**src/rtl/alu_arbiter.sv**
```systemverilog
// Two-requester round-robin front end for a single shared combinational ALU.
// One operation in flight; each result is held until its owner takes it.
module alu_arbiter #(
  parameter int WIDTH   = 32,
  parameter int OPW     = 3,
  parameter int ALU_LAT = 1,
  parameter int CNTW    = 16
) (
  input  logic             clk,
  input  logic             rst,
  input  logic             req0_valid,
  output logic             req0_ready,
  input  logic [WIDTH-1:0] req0_x,
  input  logic [WIDTH-1:0] req0_y,
  input  logic [OPW-1:0]   req0_op,
  input  logic             req1_valid,
  output logic             req1_ready,
  input  logic [WIDTH-1:0] req1_x,
  input  logic [WIDTH-1:0] req1_y,
  input  logic [OPW-1:0]   req1_op,
  output logic             rsp0_valid,
  input  logic             rsp0_ready,
  output logic [WIDTH-1:0] rsp0_r,
  output logic             rsp0_zero,
  output logic             rsp1_valid,
  input  logic             rsp1_ready,
  output logic [WIDTH-1:0] rsp1_r,
  output logic             rsp1_zero,
  output logic [WIDTH-1:0] alu_x,
  output logic [WIDTH-1:0] alu_y,
  output logic [OPW-1:0]   alu_op,
  input  logic [WIDTH-1:0] alu_r,
  input  logic             alu_zero,
  output logic             grant,
  output logic             busy,
  output logic [CNTW-1:0]  op_count
);

  localparam int LW = (ALU_LAT > 1) ? $clog2(ALU_LAT) : 1;

  typedef enum logic [1:0] {IDLE, EXEC, RESP} state_t;

  state_t           state_q, state_d;
  logic             prio_q, prio_d;
  logic             grant_q, grant_d;
  logic [LW-1:0]    lat_q, lat_d;
  logic [WIDTH-1:0] alu_x_q, alu_x_d, alu_y_q, alu_y_d;
  logic [OPW-1:0]   alu_op_q, alu_op_d;
  logic [WIDTH-1:0] rsp0_r_q, rsp0_r_d, rsp1_r_q, rsp1_r_d;
  logic             rsp0_zero_q, rsp0_zero_d, rsp1_zero_q, rsp1_zero_d;
  logic [CNTW-1:0]  cnt_q, cnt_d;

  // Handshakes: a transfer happens on a cycle where valid and ready are both
  // high at the rising edge; ready never depends on ready of the other side.
  logic any_req, win;
  assign any_req = req0_valid | req1_valid;
  assign win     = (req0_valid & req1_valid) ? prio_q : req1_valid;

  always_comb begin
    state_d     = state_q;
    prio_d      = prio_q;
    grant_d     = grant_q;
    lat_d       = lat_q;
    alu_x_d     = alu_x_q;
    alu_y_d     = alu_y_q;
    alu_op_d    = alu_op_q;
    rsp0_r_d    = rsp0_r_q;
    rsp0_zero_d = rsp0_zero_q;
    rsp1_r_d    = rsp1_r_q;
    rsp1_zero_d = rsp1_zero_q;
    cnt_d       = cnt_q;
    req0_ready  = 1'b0;
    req1_ready  = 1'b0;
    case (state_q)
      IDLE: begin
        if (any_req) begin
          req0_ready = ~win;
          req1_ready = win;
          alu_x_d    = win ? req1_x  : req0_x;
          alu_y_d    = win ? req1_y  : req0_y;
          alu_op_d   = win ? req1_op : req0_op;
          grant_d    = win;
          lat_d      = LW'(ALU_LAT - 1);
          state_d    = EXEC;
        end
      end
      EXEC: begin
        if (lat_q == '0) begin
          if (grant_q) begin
            rsp1_r_d    = alu_r;
            rsp1_zero_d = alu_zero;
          end else begin
            rsp0_r_d    = alu_r;
            rsp0_zero_d = alu_zero;
          end
          state_d = RESP;
        end else begin
          lat_d = lat_q - 1'b1;
        end
      end
      RESP: begin
        if (grant_q ? rsp1_ready : rsp0_ready) begin
          cnt_d   = cnt_q + 1'b1;
          prio_d  = ~grant_q;
          state_d = IDLE;
        end
      end
      default: state_d = IDLE;
    endcase
  end

  always_ff @(posedge clk) begin
    if (rst) begin
      state_q     <= IDLE;
      prio_q      <= 1'b0;
      grant_q     <= 1'b0;
      lat_q       <= '0;
      alu_x_q     <= '0;
      alu_y_q     <= '0;
      alu_op_q    <= '0;
      rsp0_r_q    <= '0;
      rsp0_zero_q <= 1'b0;
      rsp1_r_q    <= '0;
      rsp1_zero_q <= 1'b0;
      cnt_q       <= '0;
    end else begin
      state_q     <= state_d;
      prio_q      <= prio_d;
      grant_q     <= grant_d;
      lat_q       <= lat_d;
      alu_x_q     <= alu_x_d;
      alu_y_q     <= alu_y_d;
      alu_op_q    <= alu_op_d;
      rsp0_r_q    <= rsp0_r_d;
      rsp0_zero_q <= rsp0_zero_d;
      rsp1_r_q    <= rsp1_r_d;
      rsp1_zero_q <= rsp1_zero_d;
      cnt_q       <= cnt_d;
    end
  end

  assign rsp0_valid = (state_q == RESP) & ~grant_q;
  assign rsp1_valid = (state_q == RESP) &  grant_q;
  assign rsp0_r     = rsp0_r_q;
  assign rsp0_zero  = rsp0_zero_q;
  assign rsp1_r     = rsp1_r_q;
  assign rsp1_zero  = rsp1_zero_q;
  assign alu_x      = alu_x_q;
  assign alu_y      = alu_y_q;
  assign alu_op     = alu_op_q;
  assign grant      = grant_q;
  assign busy       = (state_q != IDLE);
  assign op_count   = cnt_q;

endmodule

```
**config.mk**
```make
export PLATFORM = sky130hd
export DESIGN_NAME = alu_arbiter
export DESIGN_NICKNAME = d
export VERILOG_FILES = /design/src/rtl/alu_arbiter.sv
export SDC_FILE = /design/constraint.sdc
export NUM_CORES = 1
export LEC_CHECK = 0
export ABC_AREA = 1
export BUFFER_PORTS_ARGS = -buffer_cell sky130_fd_sc_hd__buf_2
export CAP_MARGIN = 20
export CORE_ASPECT_RATIO = 1.25
export CORE_MARGIN = 8
export CORE_UTILIZATION = 42
export CTS_BUF_LIST = sky130_fd_sc_hd__clkbuf_16
export DETAILED_ROUTE_END_ITERATION = 7
export PLACE_DENSITY = 0.87
export SLEW_MARGIN = 20
export SYNTH_ARGS = -nofsm -noshare
export SYNTH_HDL_FRONTEND = slang
export SYNTH_SLANG_ARGS = --single-unit
```
**constraint.sdc**
```tcl
create_clock -name clk -period 1.76 [get_ports clk]
set_input_delay 0.088 -clock clk [delete_from_list [all_inputs] [get_ports clk]]
set_output_delay 0.088 -clock clk [all_outputs]
set_load 0.1 [all_outputs]
```
==> results by group <==
Status
  • Result of the run: completed

Placed design
  • Inst Count DP: between 1000 and 1500
  • Total of buffers placed on input and output ports: 327
  • Final HPWL DP: about 16000 um
  • Placer Congestion: roughly 0.85
  • Post-Place Setup Slack: 0.2307 ns

Final layout
  • Final nets: 1484
  • Layout area overhead: 69.90%
  • Fillcell total: 895
  • Share of post-route cells with drive strength above 1: 31.44%
  • Multi-input logic area: roughly 2500 sq um
  • Post-route insts no fill: around 1500
  • Sequential cell area in the final layout: 3079 sq um
  • Final core occ: 72.95%

Routing
  • Initial DRC count: roughly 680
  • Detail-routed via count per cell: ~5.5
  • Total number of vias: slightly above 8000
  • # DRC: 0
  • Remaining antenna violation count after routing: 0
  • Mean routed wirelength per cell: between 15 and 20 um
  • Count of TritonRoute iterations in the first routing pass: 6
  • Final Routed Wirelength: 28990 um

Critical path
  • Critical Setup Path Class: reg2out
  • Reg-to-Reg End: alu_y[1]$_SDFFE_PP0P_
  • Source of the worst register-to-register timing path: state_q[1]$_SDFFE_PP0P_
  • Setup crit start: prio_q$_SDFFE_PP0P_
  • Kind of end point of the critical path: output pin
  • Crit path launch type: register
  • Biggest fanout along the worst timing path: 11
  • Data arrival time of the worst path: about 1.6 ns
  • Register-to-register setup slack: roughly 0.12 ns
  • Worst endpoint required time: ~1.7 ns
  • Worst reg-to-reg path cell count: 8

Floorplan
  • Die outline area: approximately 19000 sq um
  • Core area: approximately 14000 sq um
  • Die boundary height: between 150 and 200 um
  • Number of placement rows: 49
  • Horizontal extent of the die: 124.6 um
  • Initial cell density of the core: ~43%
  • I/O pin count: 328

Timing
  • Maximum frequency from static timing analysis: 0.6069 GHz
  • Hold Fails Final Rpt: 0
  • Unrepaired setup endpoints after global routing: false
  • Fin Hold WS: 0.03496 ns
  • Total setup violations reported at the end of the flow: 0
  • Share of the clock period used by the worst path: between 90 and 100%
  • Pin slew with the least headroom to its limit: 0.5414 ns
  • Fin Setup TNS: 0 ns
  • Min Clock Period, post-route: 1.648 ns
  • Final setup skew: 0.009999 ns
  • Number of max-slew violations in the final report: 0
  • Worst Setup Slack, final: approximately 0.11 ns
  • Worst slew slack as a fraction of its limit: between 60% and 70%

Yosys
  • Prevailing post-synth register cell: sky130_fd_sc_hd__dfxtp_1
  • Count of state elements after synthesis: between 150 and 200
  • Combined area of all synthesized cells: 6186 sq um
  • Net count of the mapped netlist: approximately 1000
  • Number of different library cells in the post-synthesis netlist: 23
  • Most used standard cells in the synthesized netlist: sky130_fd_sc_hd__nand2_1, sky130_fd_sc_hd__dfxtp_1, sky130_fd_sc_hd__o21ai_0
  • Top-count cell post-synth: sky130_fd_sc_hd__nand2_1
  • Synthesized netlist cell count: around 830
  • Number of synthesis warnings: 0
  • Proportion of register bits with asynchronous set or reset after synthesis: 0%
  • Mean instance size in the synthesized netlist: 7.444 sq um
  • Cell types with the largest area share after synthesis: sky130_fd_sc_hd__dfxtp_1, sky130_fd_sc_hd__nand2_1, sky130_fd_sc_hd__o21ai_0
  • Count of flip-flops with a built-in enable after synthesis: 0
  • Yosys top cell by area: sky130_fd_sc_hd__dfxtp_1
  • Register area share after synthesis: a little under 50%
  • Area share of the largest cell type after synthesis: 49.51%

Global route
  • Number of global-route vias before repair: between 8000 and 9000
  • Combined global-route utilization of all metal layers: 29.42%
  • Wire length of the first global-routing pass: ~44000 um
  • Largest net degree at the start of global routing: 90
  • Antenna violations before repair: 4
  • Gr ovfl total: 0

Min path
  • Worst hold endpoint: rsp1_r[22]$_SDFFE_PP0P_
  • Worst hold path stage count: 3
  • Path class of the lowest-slack min-delay path: in2reg
  • Hold path startpoint: alu_r[22]

CTS
  • Clock tree root buffer cell: sky130_fd_sc_hd__clkbuf_16
  • Maximum buffer depth of the clock tree: 2
  • Cts bufs inserted: 17
  • Clock slew at reported path FFs: around 0.070 ns
  • Sinks on the clock net: 153
  • Count of H-tree levels built during CTS: 4
  • CTS tree: built
  • Clk_lat worst skew: ~0.42 ns

Power
  • Cell Pwr Density: around 1200 nW/um^2
  • Static Leak: just under 0.005 uW
  • IR drop worst, VDD: around 0.95 mV

Job
  • Maximum Capacitance Violations: 0
cell type report:
type	count	share of cell area, %
clock buffers	17	4.048
flip-flops and latches	153	29.30
clock inverters	15	2.024
inverters	98	3.512
diodes	4	0.09524
well taps	178	2.119
multi-input cells	522	24.12
repair buffers	518	34.79
repair_timing:
action | in CTS | in global routing
hold buffers | 167 | 0
resized for setup | 3 | 3
pin swaps | 1 | 1
gates cloned | 1 | 0
endpoints found under the setup margin | 4 | 22
endpoints found under the hold margin | 134 | 0
buffers inserted | 2 | 0
metrics by stage:
| stage | total power [uW] | cell area (sq um) |
|---|---|---|
| after CTS | 12230 | 10490 |
| after global placement | 7849 | 8127 |
| after global routing | 12730 | 10510 |
| after floorplan | 7053 | 6226 |
| final | 12360 | 10510 |
| after detailed placement | 7895 | 8127 |
sequential cells by signal (all words and copies together) (netlist names):
signal	cells
alu_x	32
alu_y	32
rsp0_r	32
rsp1_r	32
op_count	16
alu_op	3
state_q	2
grant	1
prio_q	1
rsp0_zero	1
rsp1_zero	1
logic make-up after synthesis:
logic type      count (synthesis)  share of synthesized area [%]
flops                         153                          49.51
simple gates                  237                          15.55
buf+inv                       156                          10.07
compound gates                283                          24.51
xor+xnor                        1                         0.1416
fa+ha+maj                       1                         0.2022
cells in the final DEF (no fill, tap or decap), types with 19 or more instances in the layout:
master,Yosys,routed
sky130_fd_sc_hd__buf_2,24,323
sky130_fd_sc_hd__nand2_1,172,172
sky130_fd_sc_hd__dlygate4sd3_1,0,167
sky130_fd_sc_hd__dfxtp_1,153,140
sky130_fd_sc_hd__o21ai_0,122,122
sky130_fd_sc_hd__inv_1,93,92
sky130_fd_sc_hd__a21oi_1,72,72
sky130_fd_sc_hd__a31oi_1,67,67
sky130_fd_sc_hd__nor2_1,36,32
sky130_fd_sc_hd__o21ai_1,19,19
routing by layer:
layer  GRT usage, %  part of all wire (%)  up-vias
met5              0                 0.045        -
li1               -                     -     3720
met3          11.42                    12      158
met2          50.34                    49      674
met4          19.49                   5.8        2
met1          29.67                    34     3714
worst max-delay path, cell delays in order, from the launching register on:
cell                      delay [ns]
sky130_fd_sc_hd__dfxtp_1        0.42
sky130_fd_sc_hd__o21ai_4        0.11
sky130_fd_sc_hd__buf_4          0.20
sky130_fd_sc_hd__nor2_2         0.11
sky130_fd_sc_hd__buf_4          0.31
worst max path at each step:
stage                                endpoint  slack (ns)  cells past startpoint
floorplan           op_count[15]$_SDFFE_PP0P_       0.002                      7
global placement       rsp0_r[7]$_SDFFE_PP0P_        0.34                      4
detailed placement     alu_x[30]$_SDFFE_PP0P_        0.23                      7
CTS                                req0_ready        0.03                      7
global route                       req0_ready        0.01                      7
finish                             req1_ready        0.11                      4
power by group:
part | switching, uW | internal [uW] | total, uW
logic | 3360 | 986 | 4350
registers | 205 | 3790 | 3990
clock network | 1600 | 2420 | 4020
total | 5160 | 7190 | 12400
Note: power is estimated with default switching activity, not from simulation.
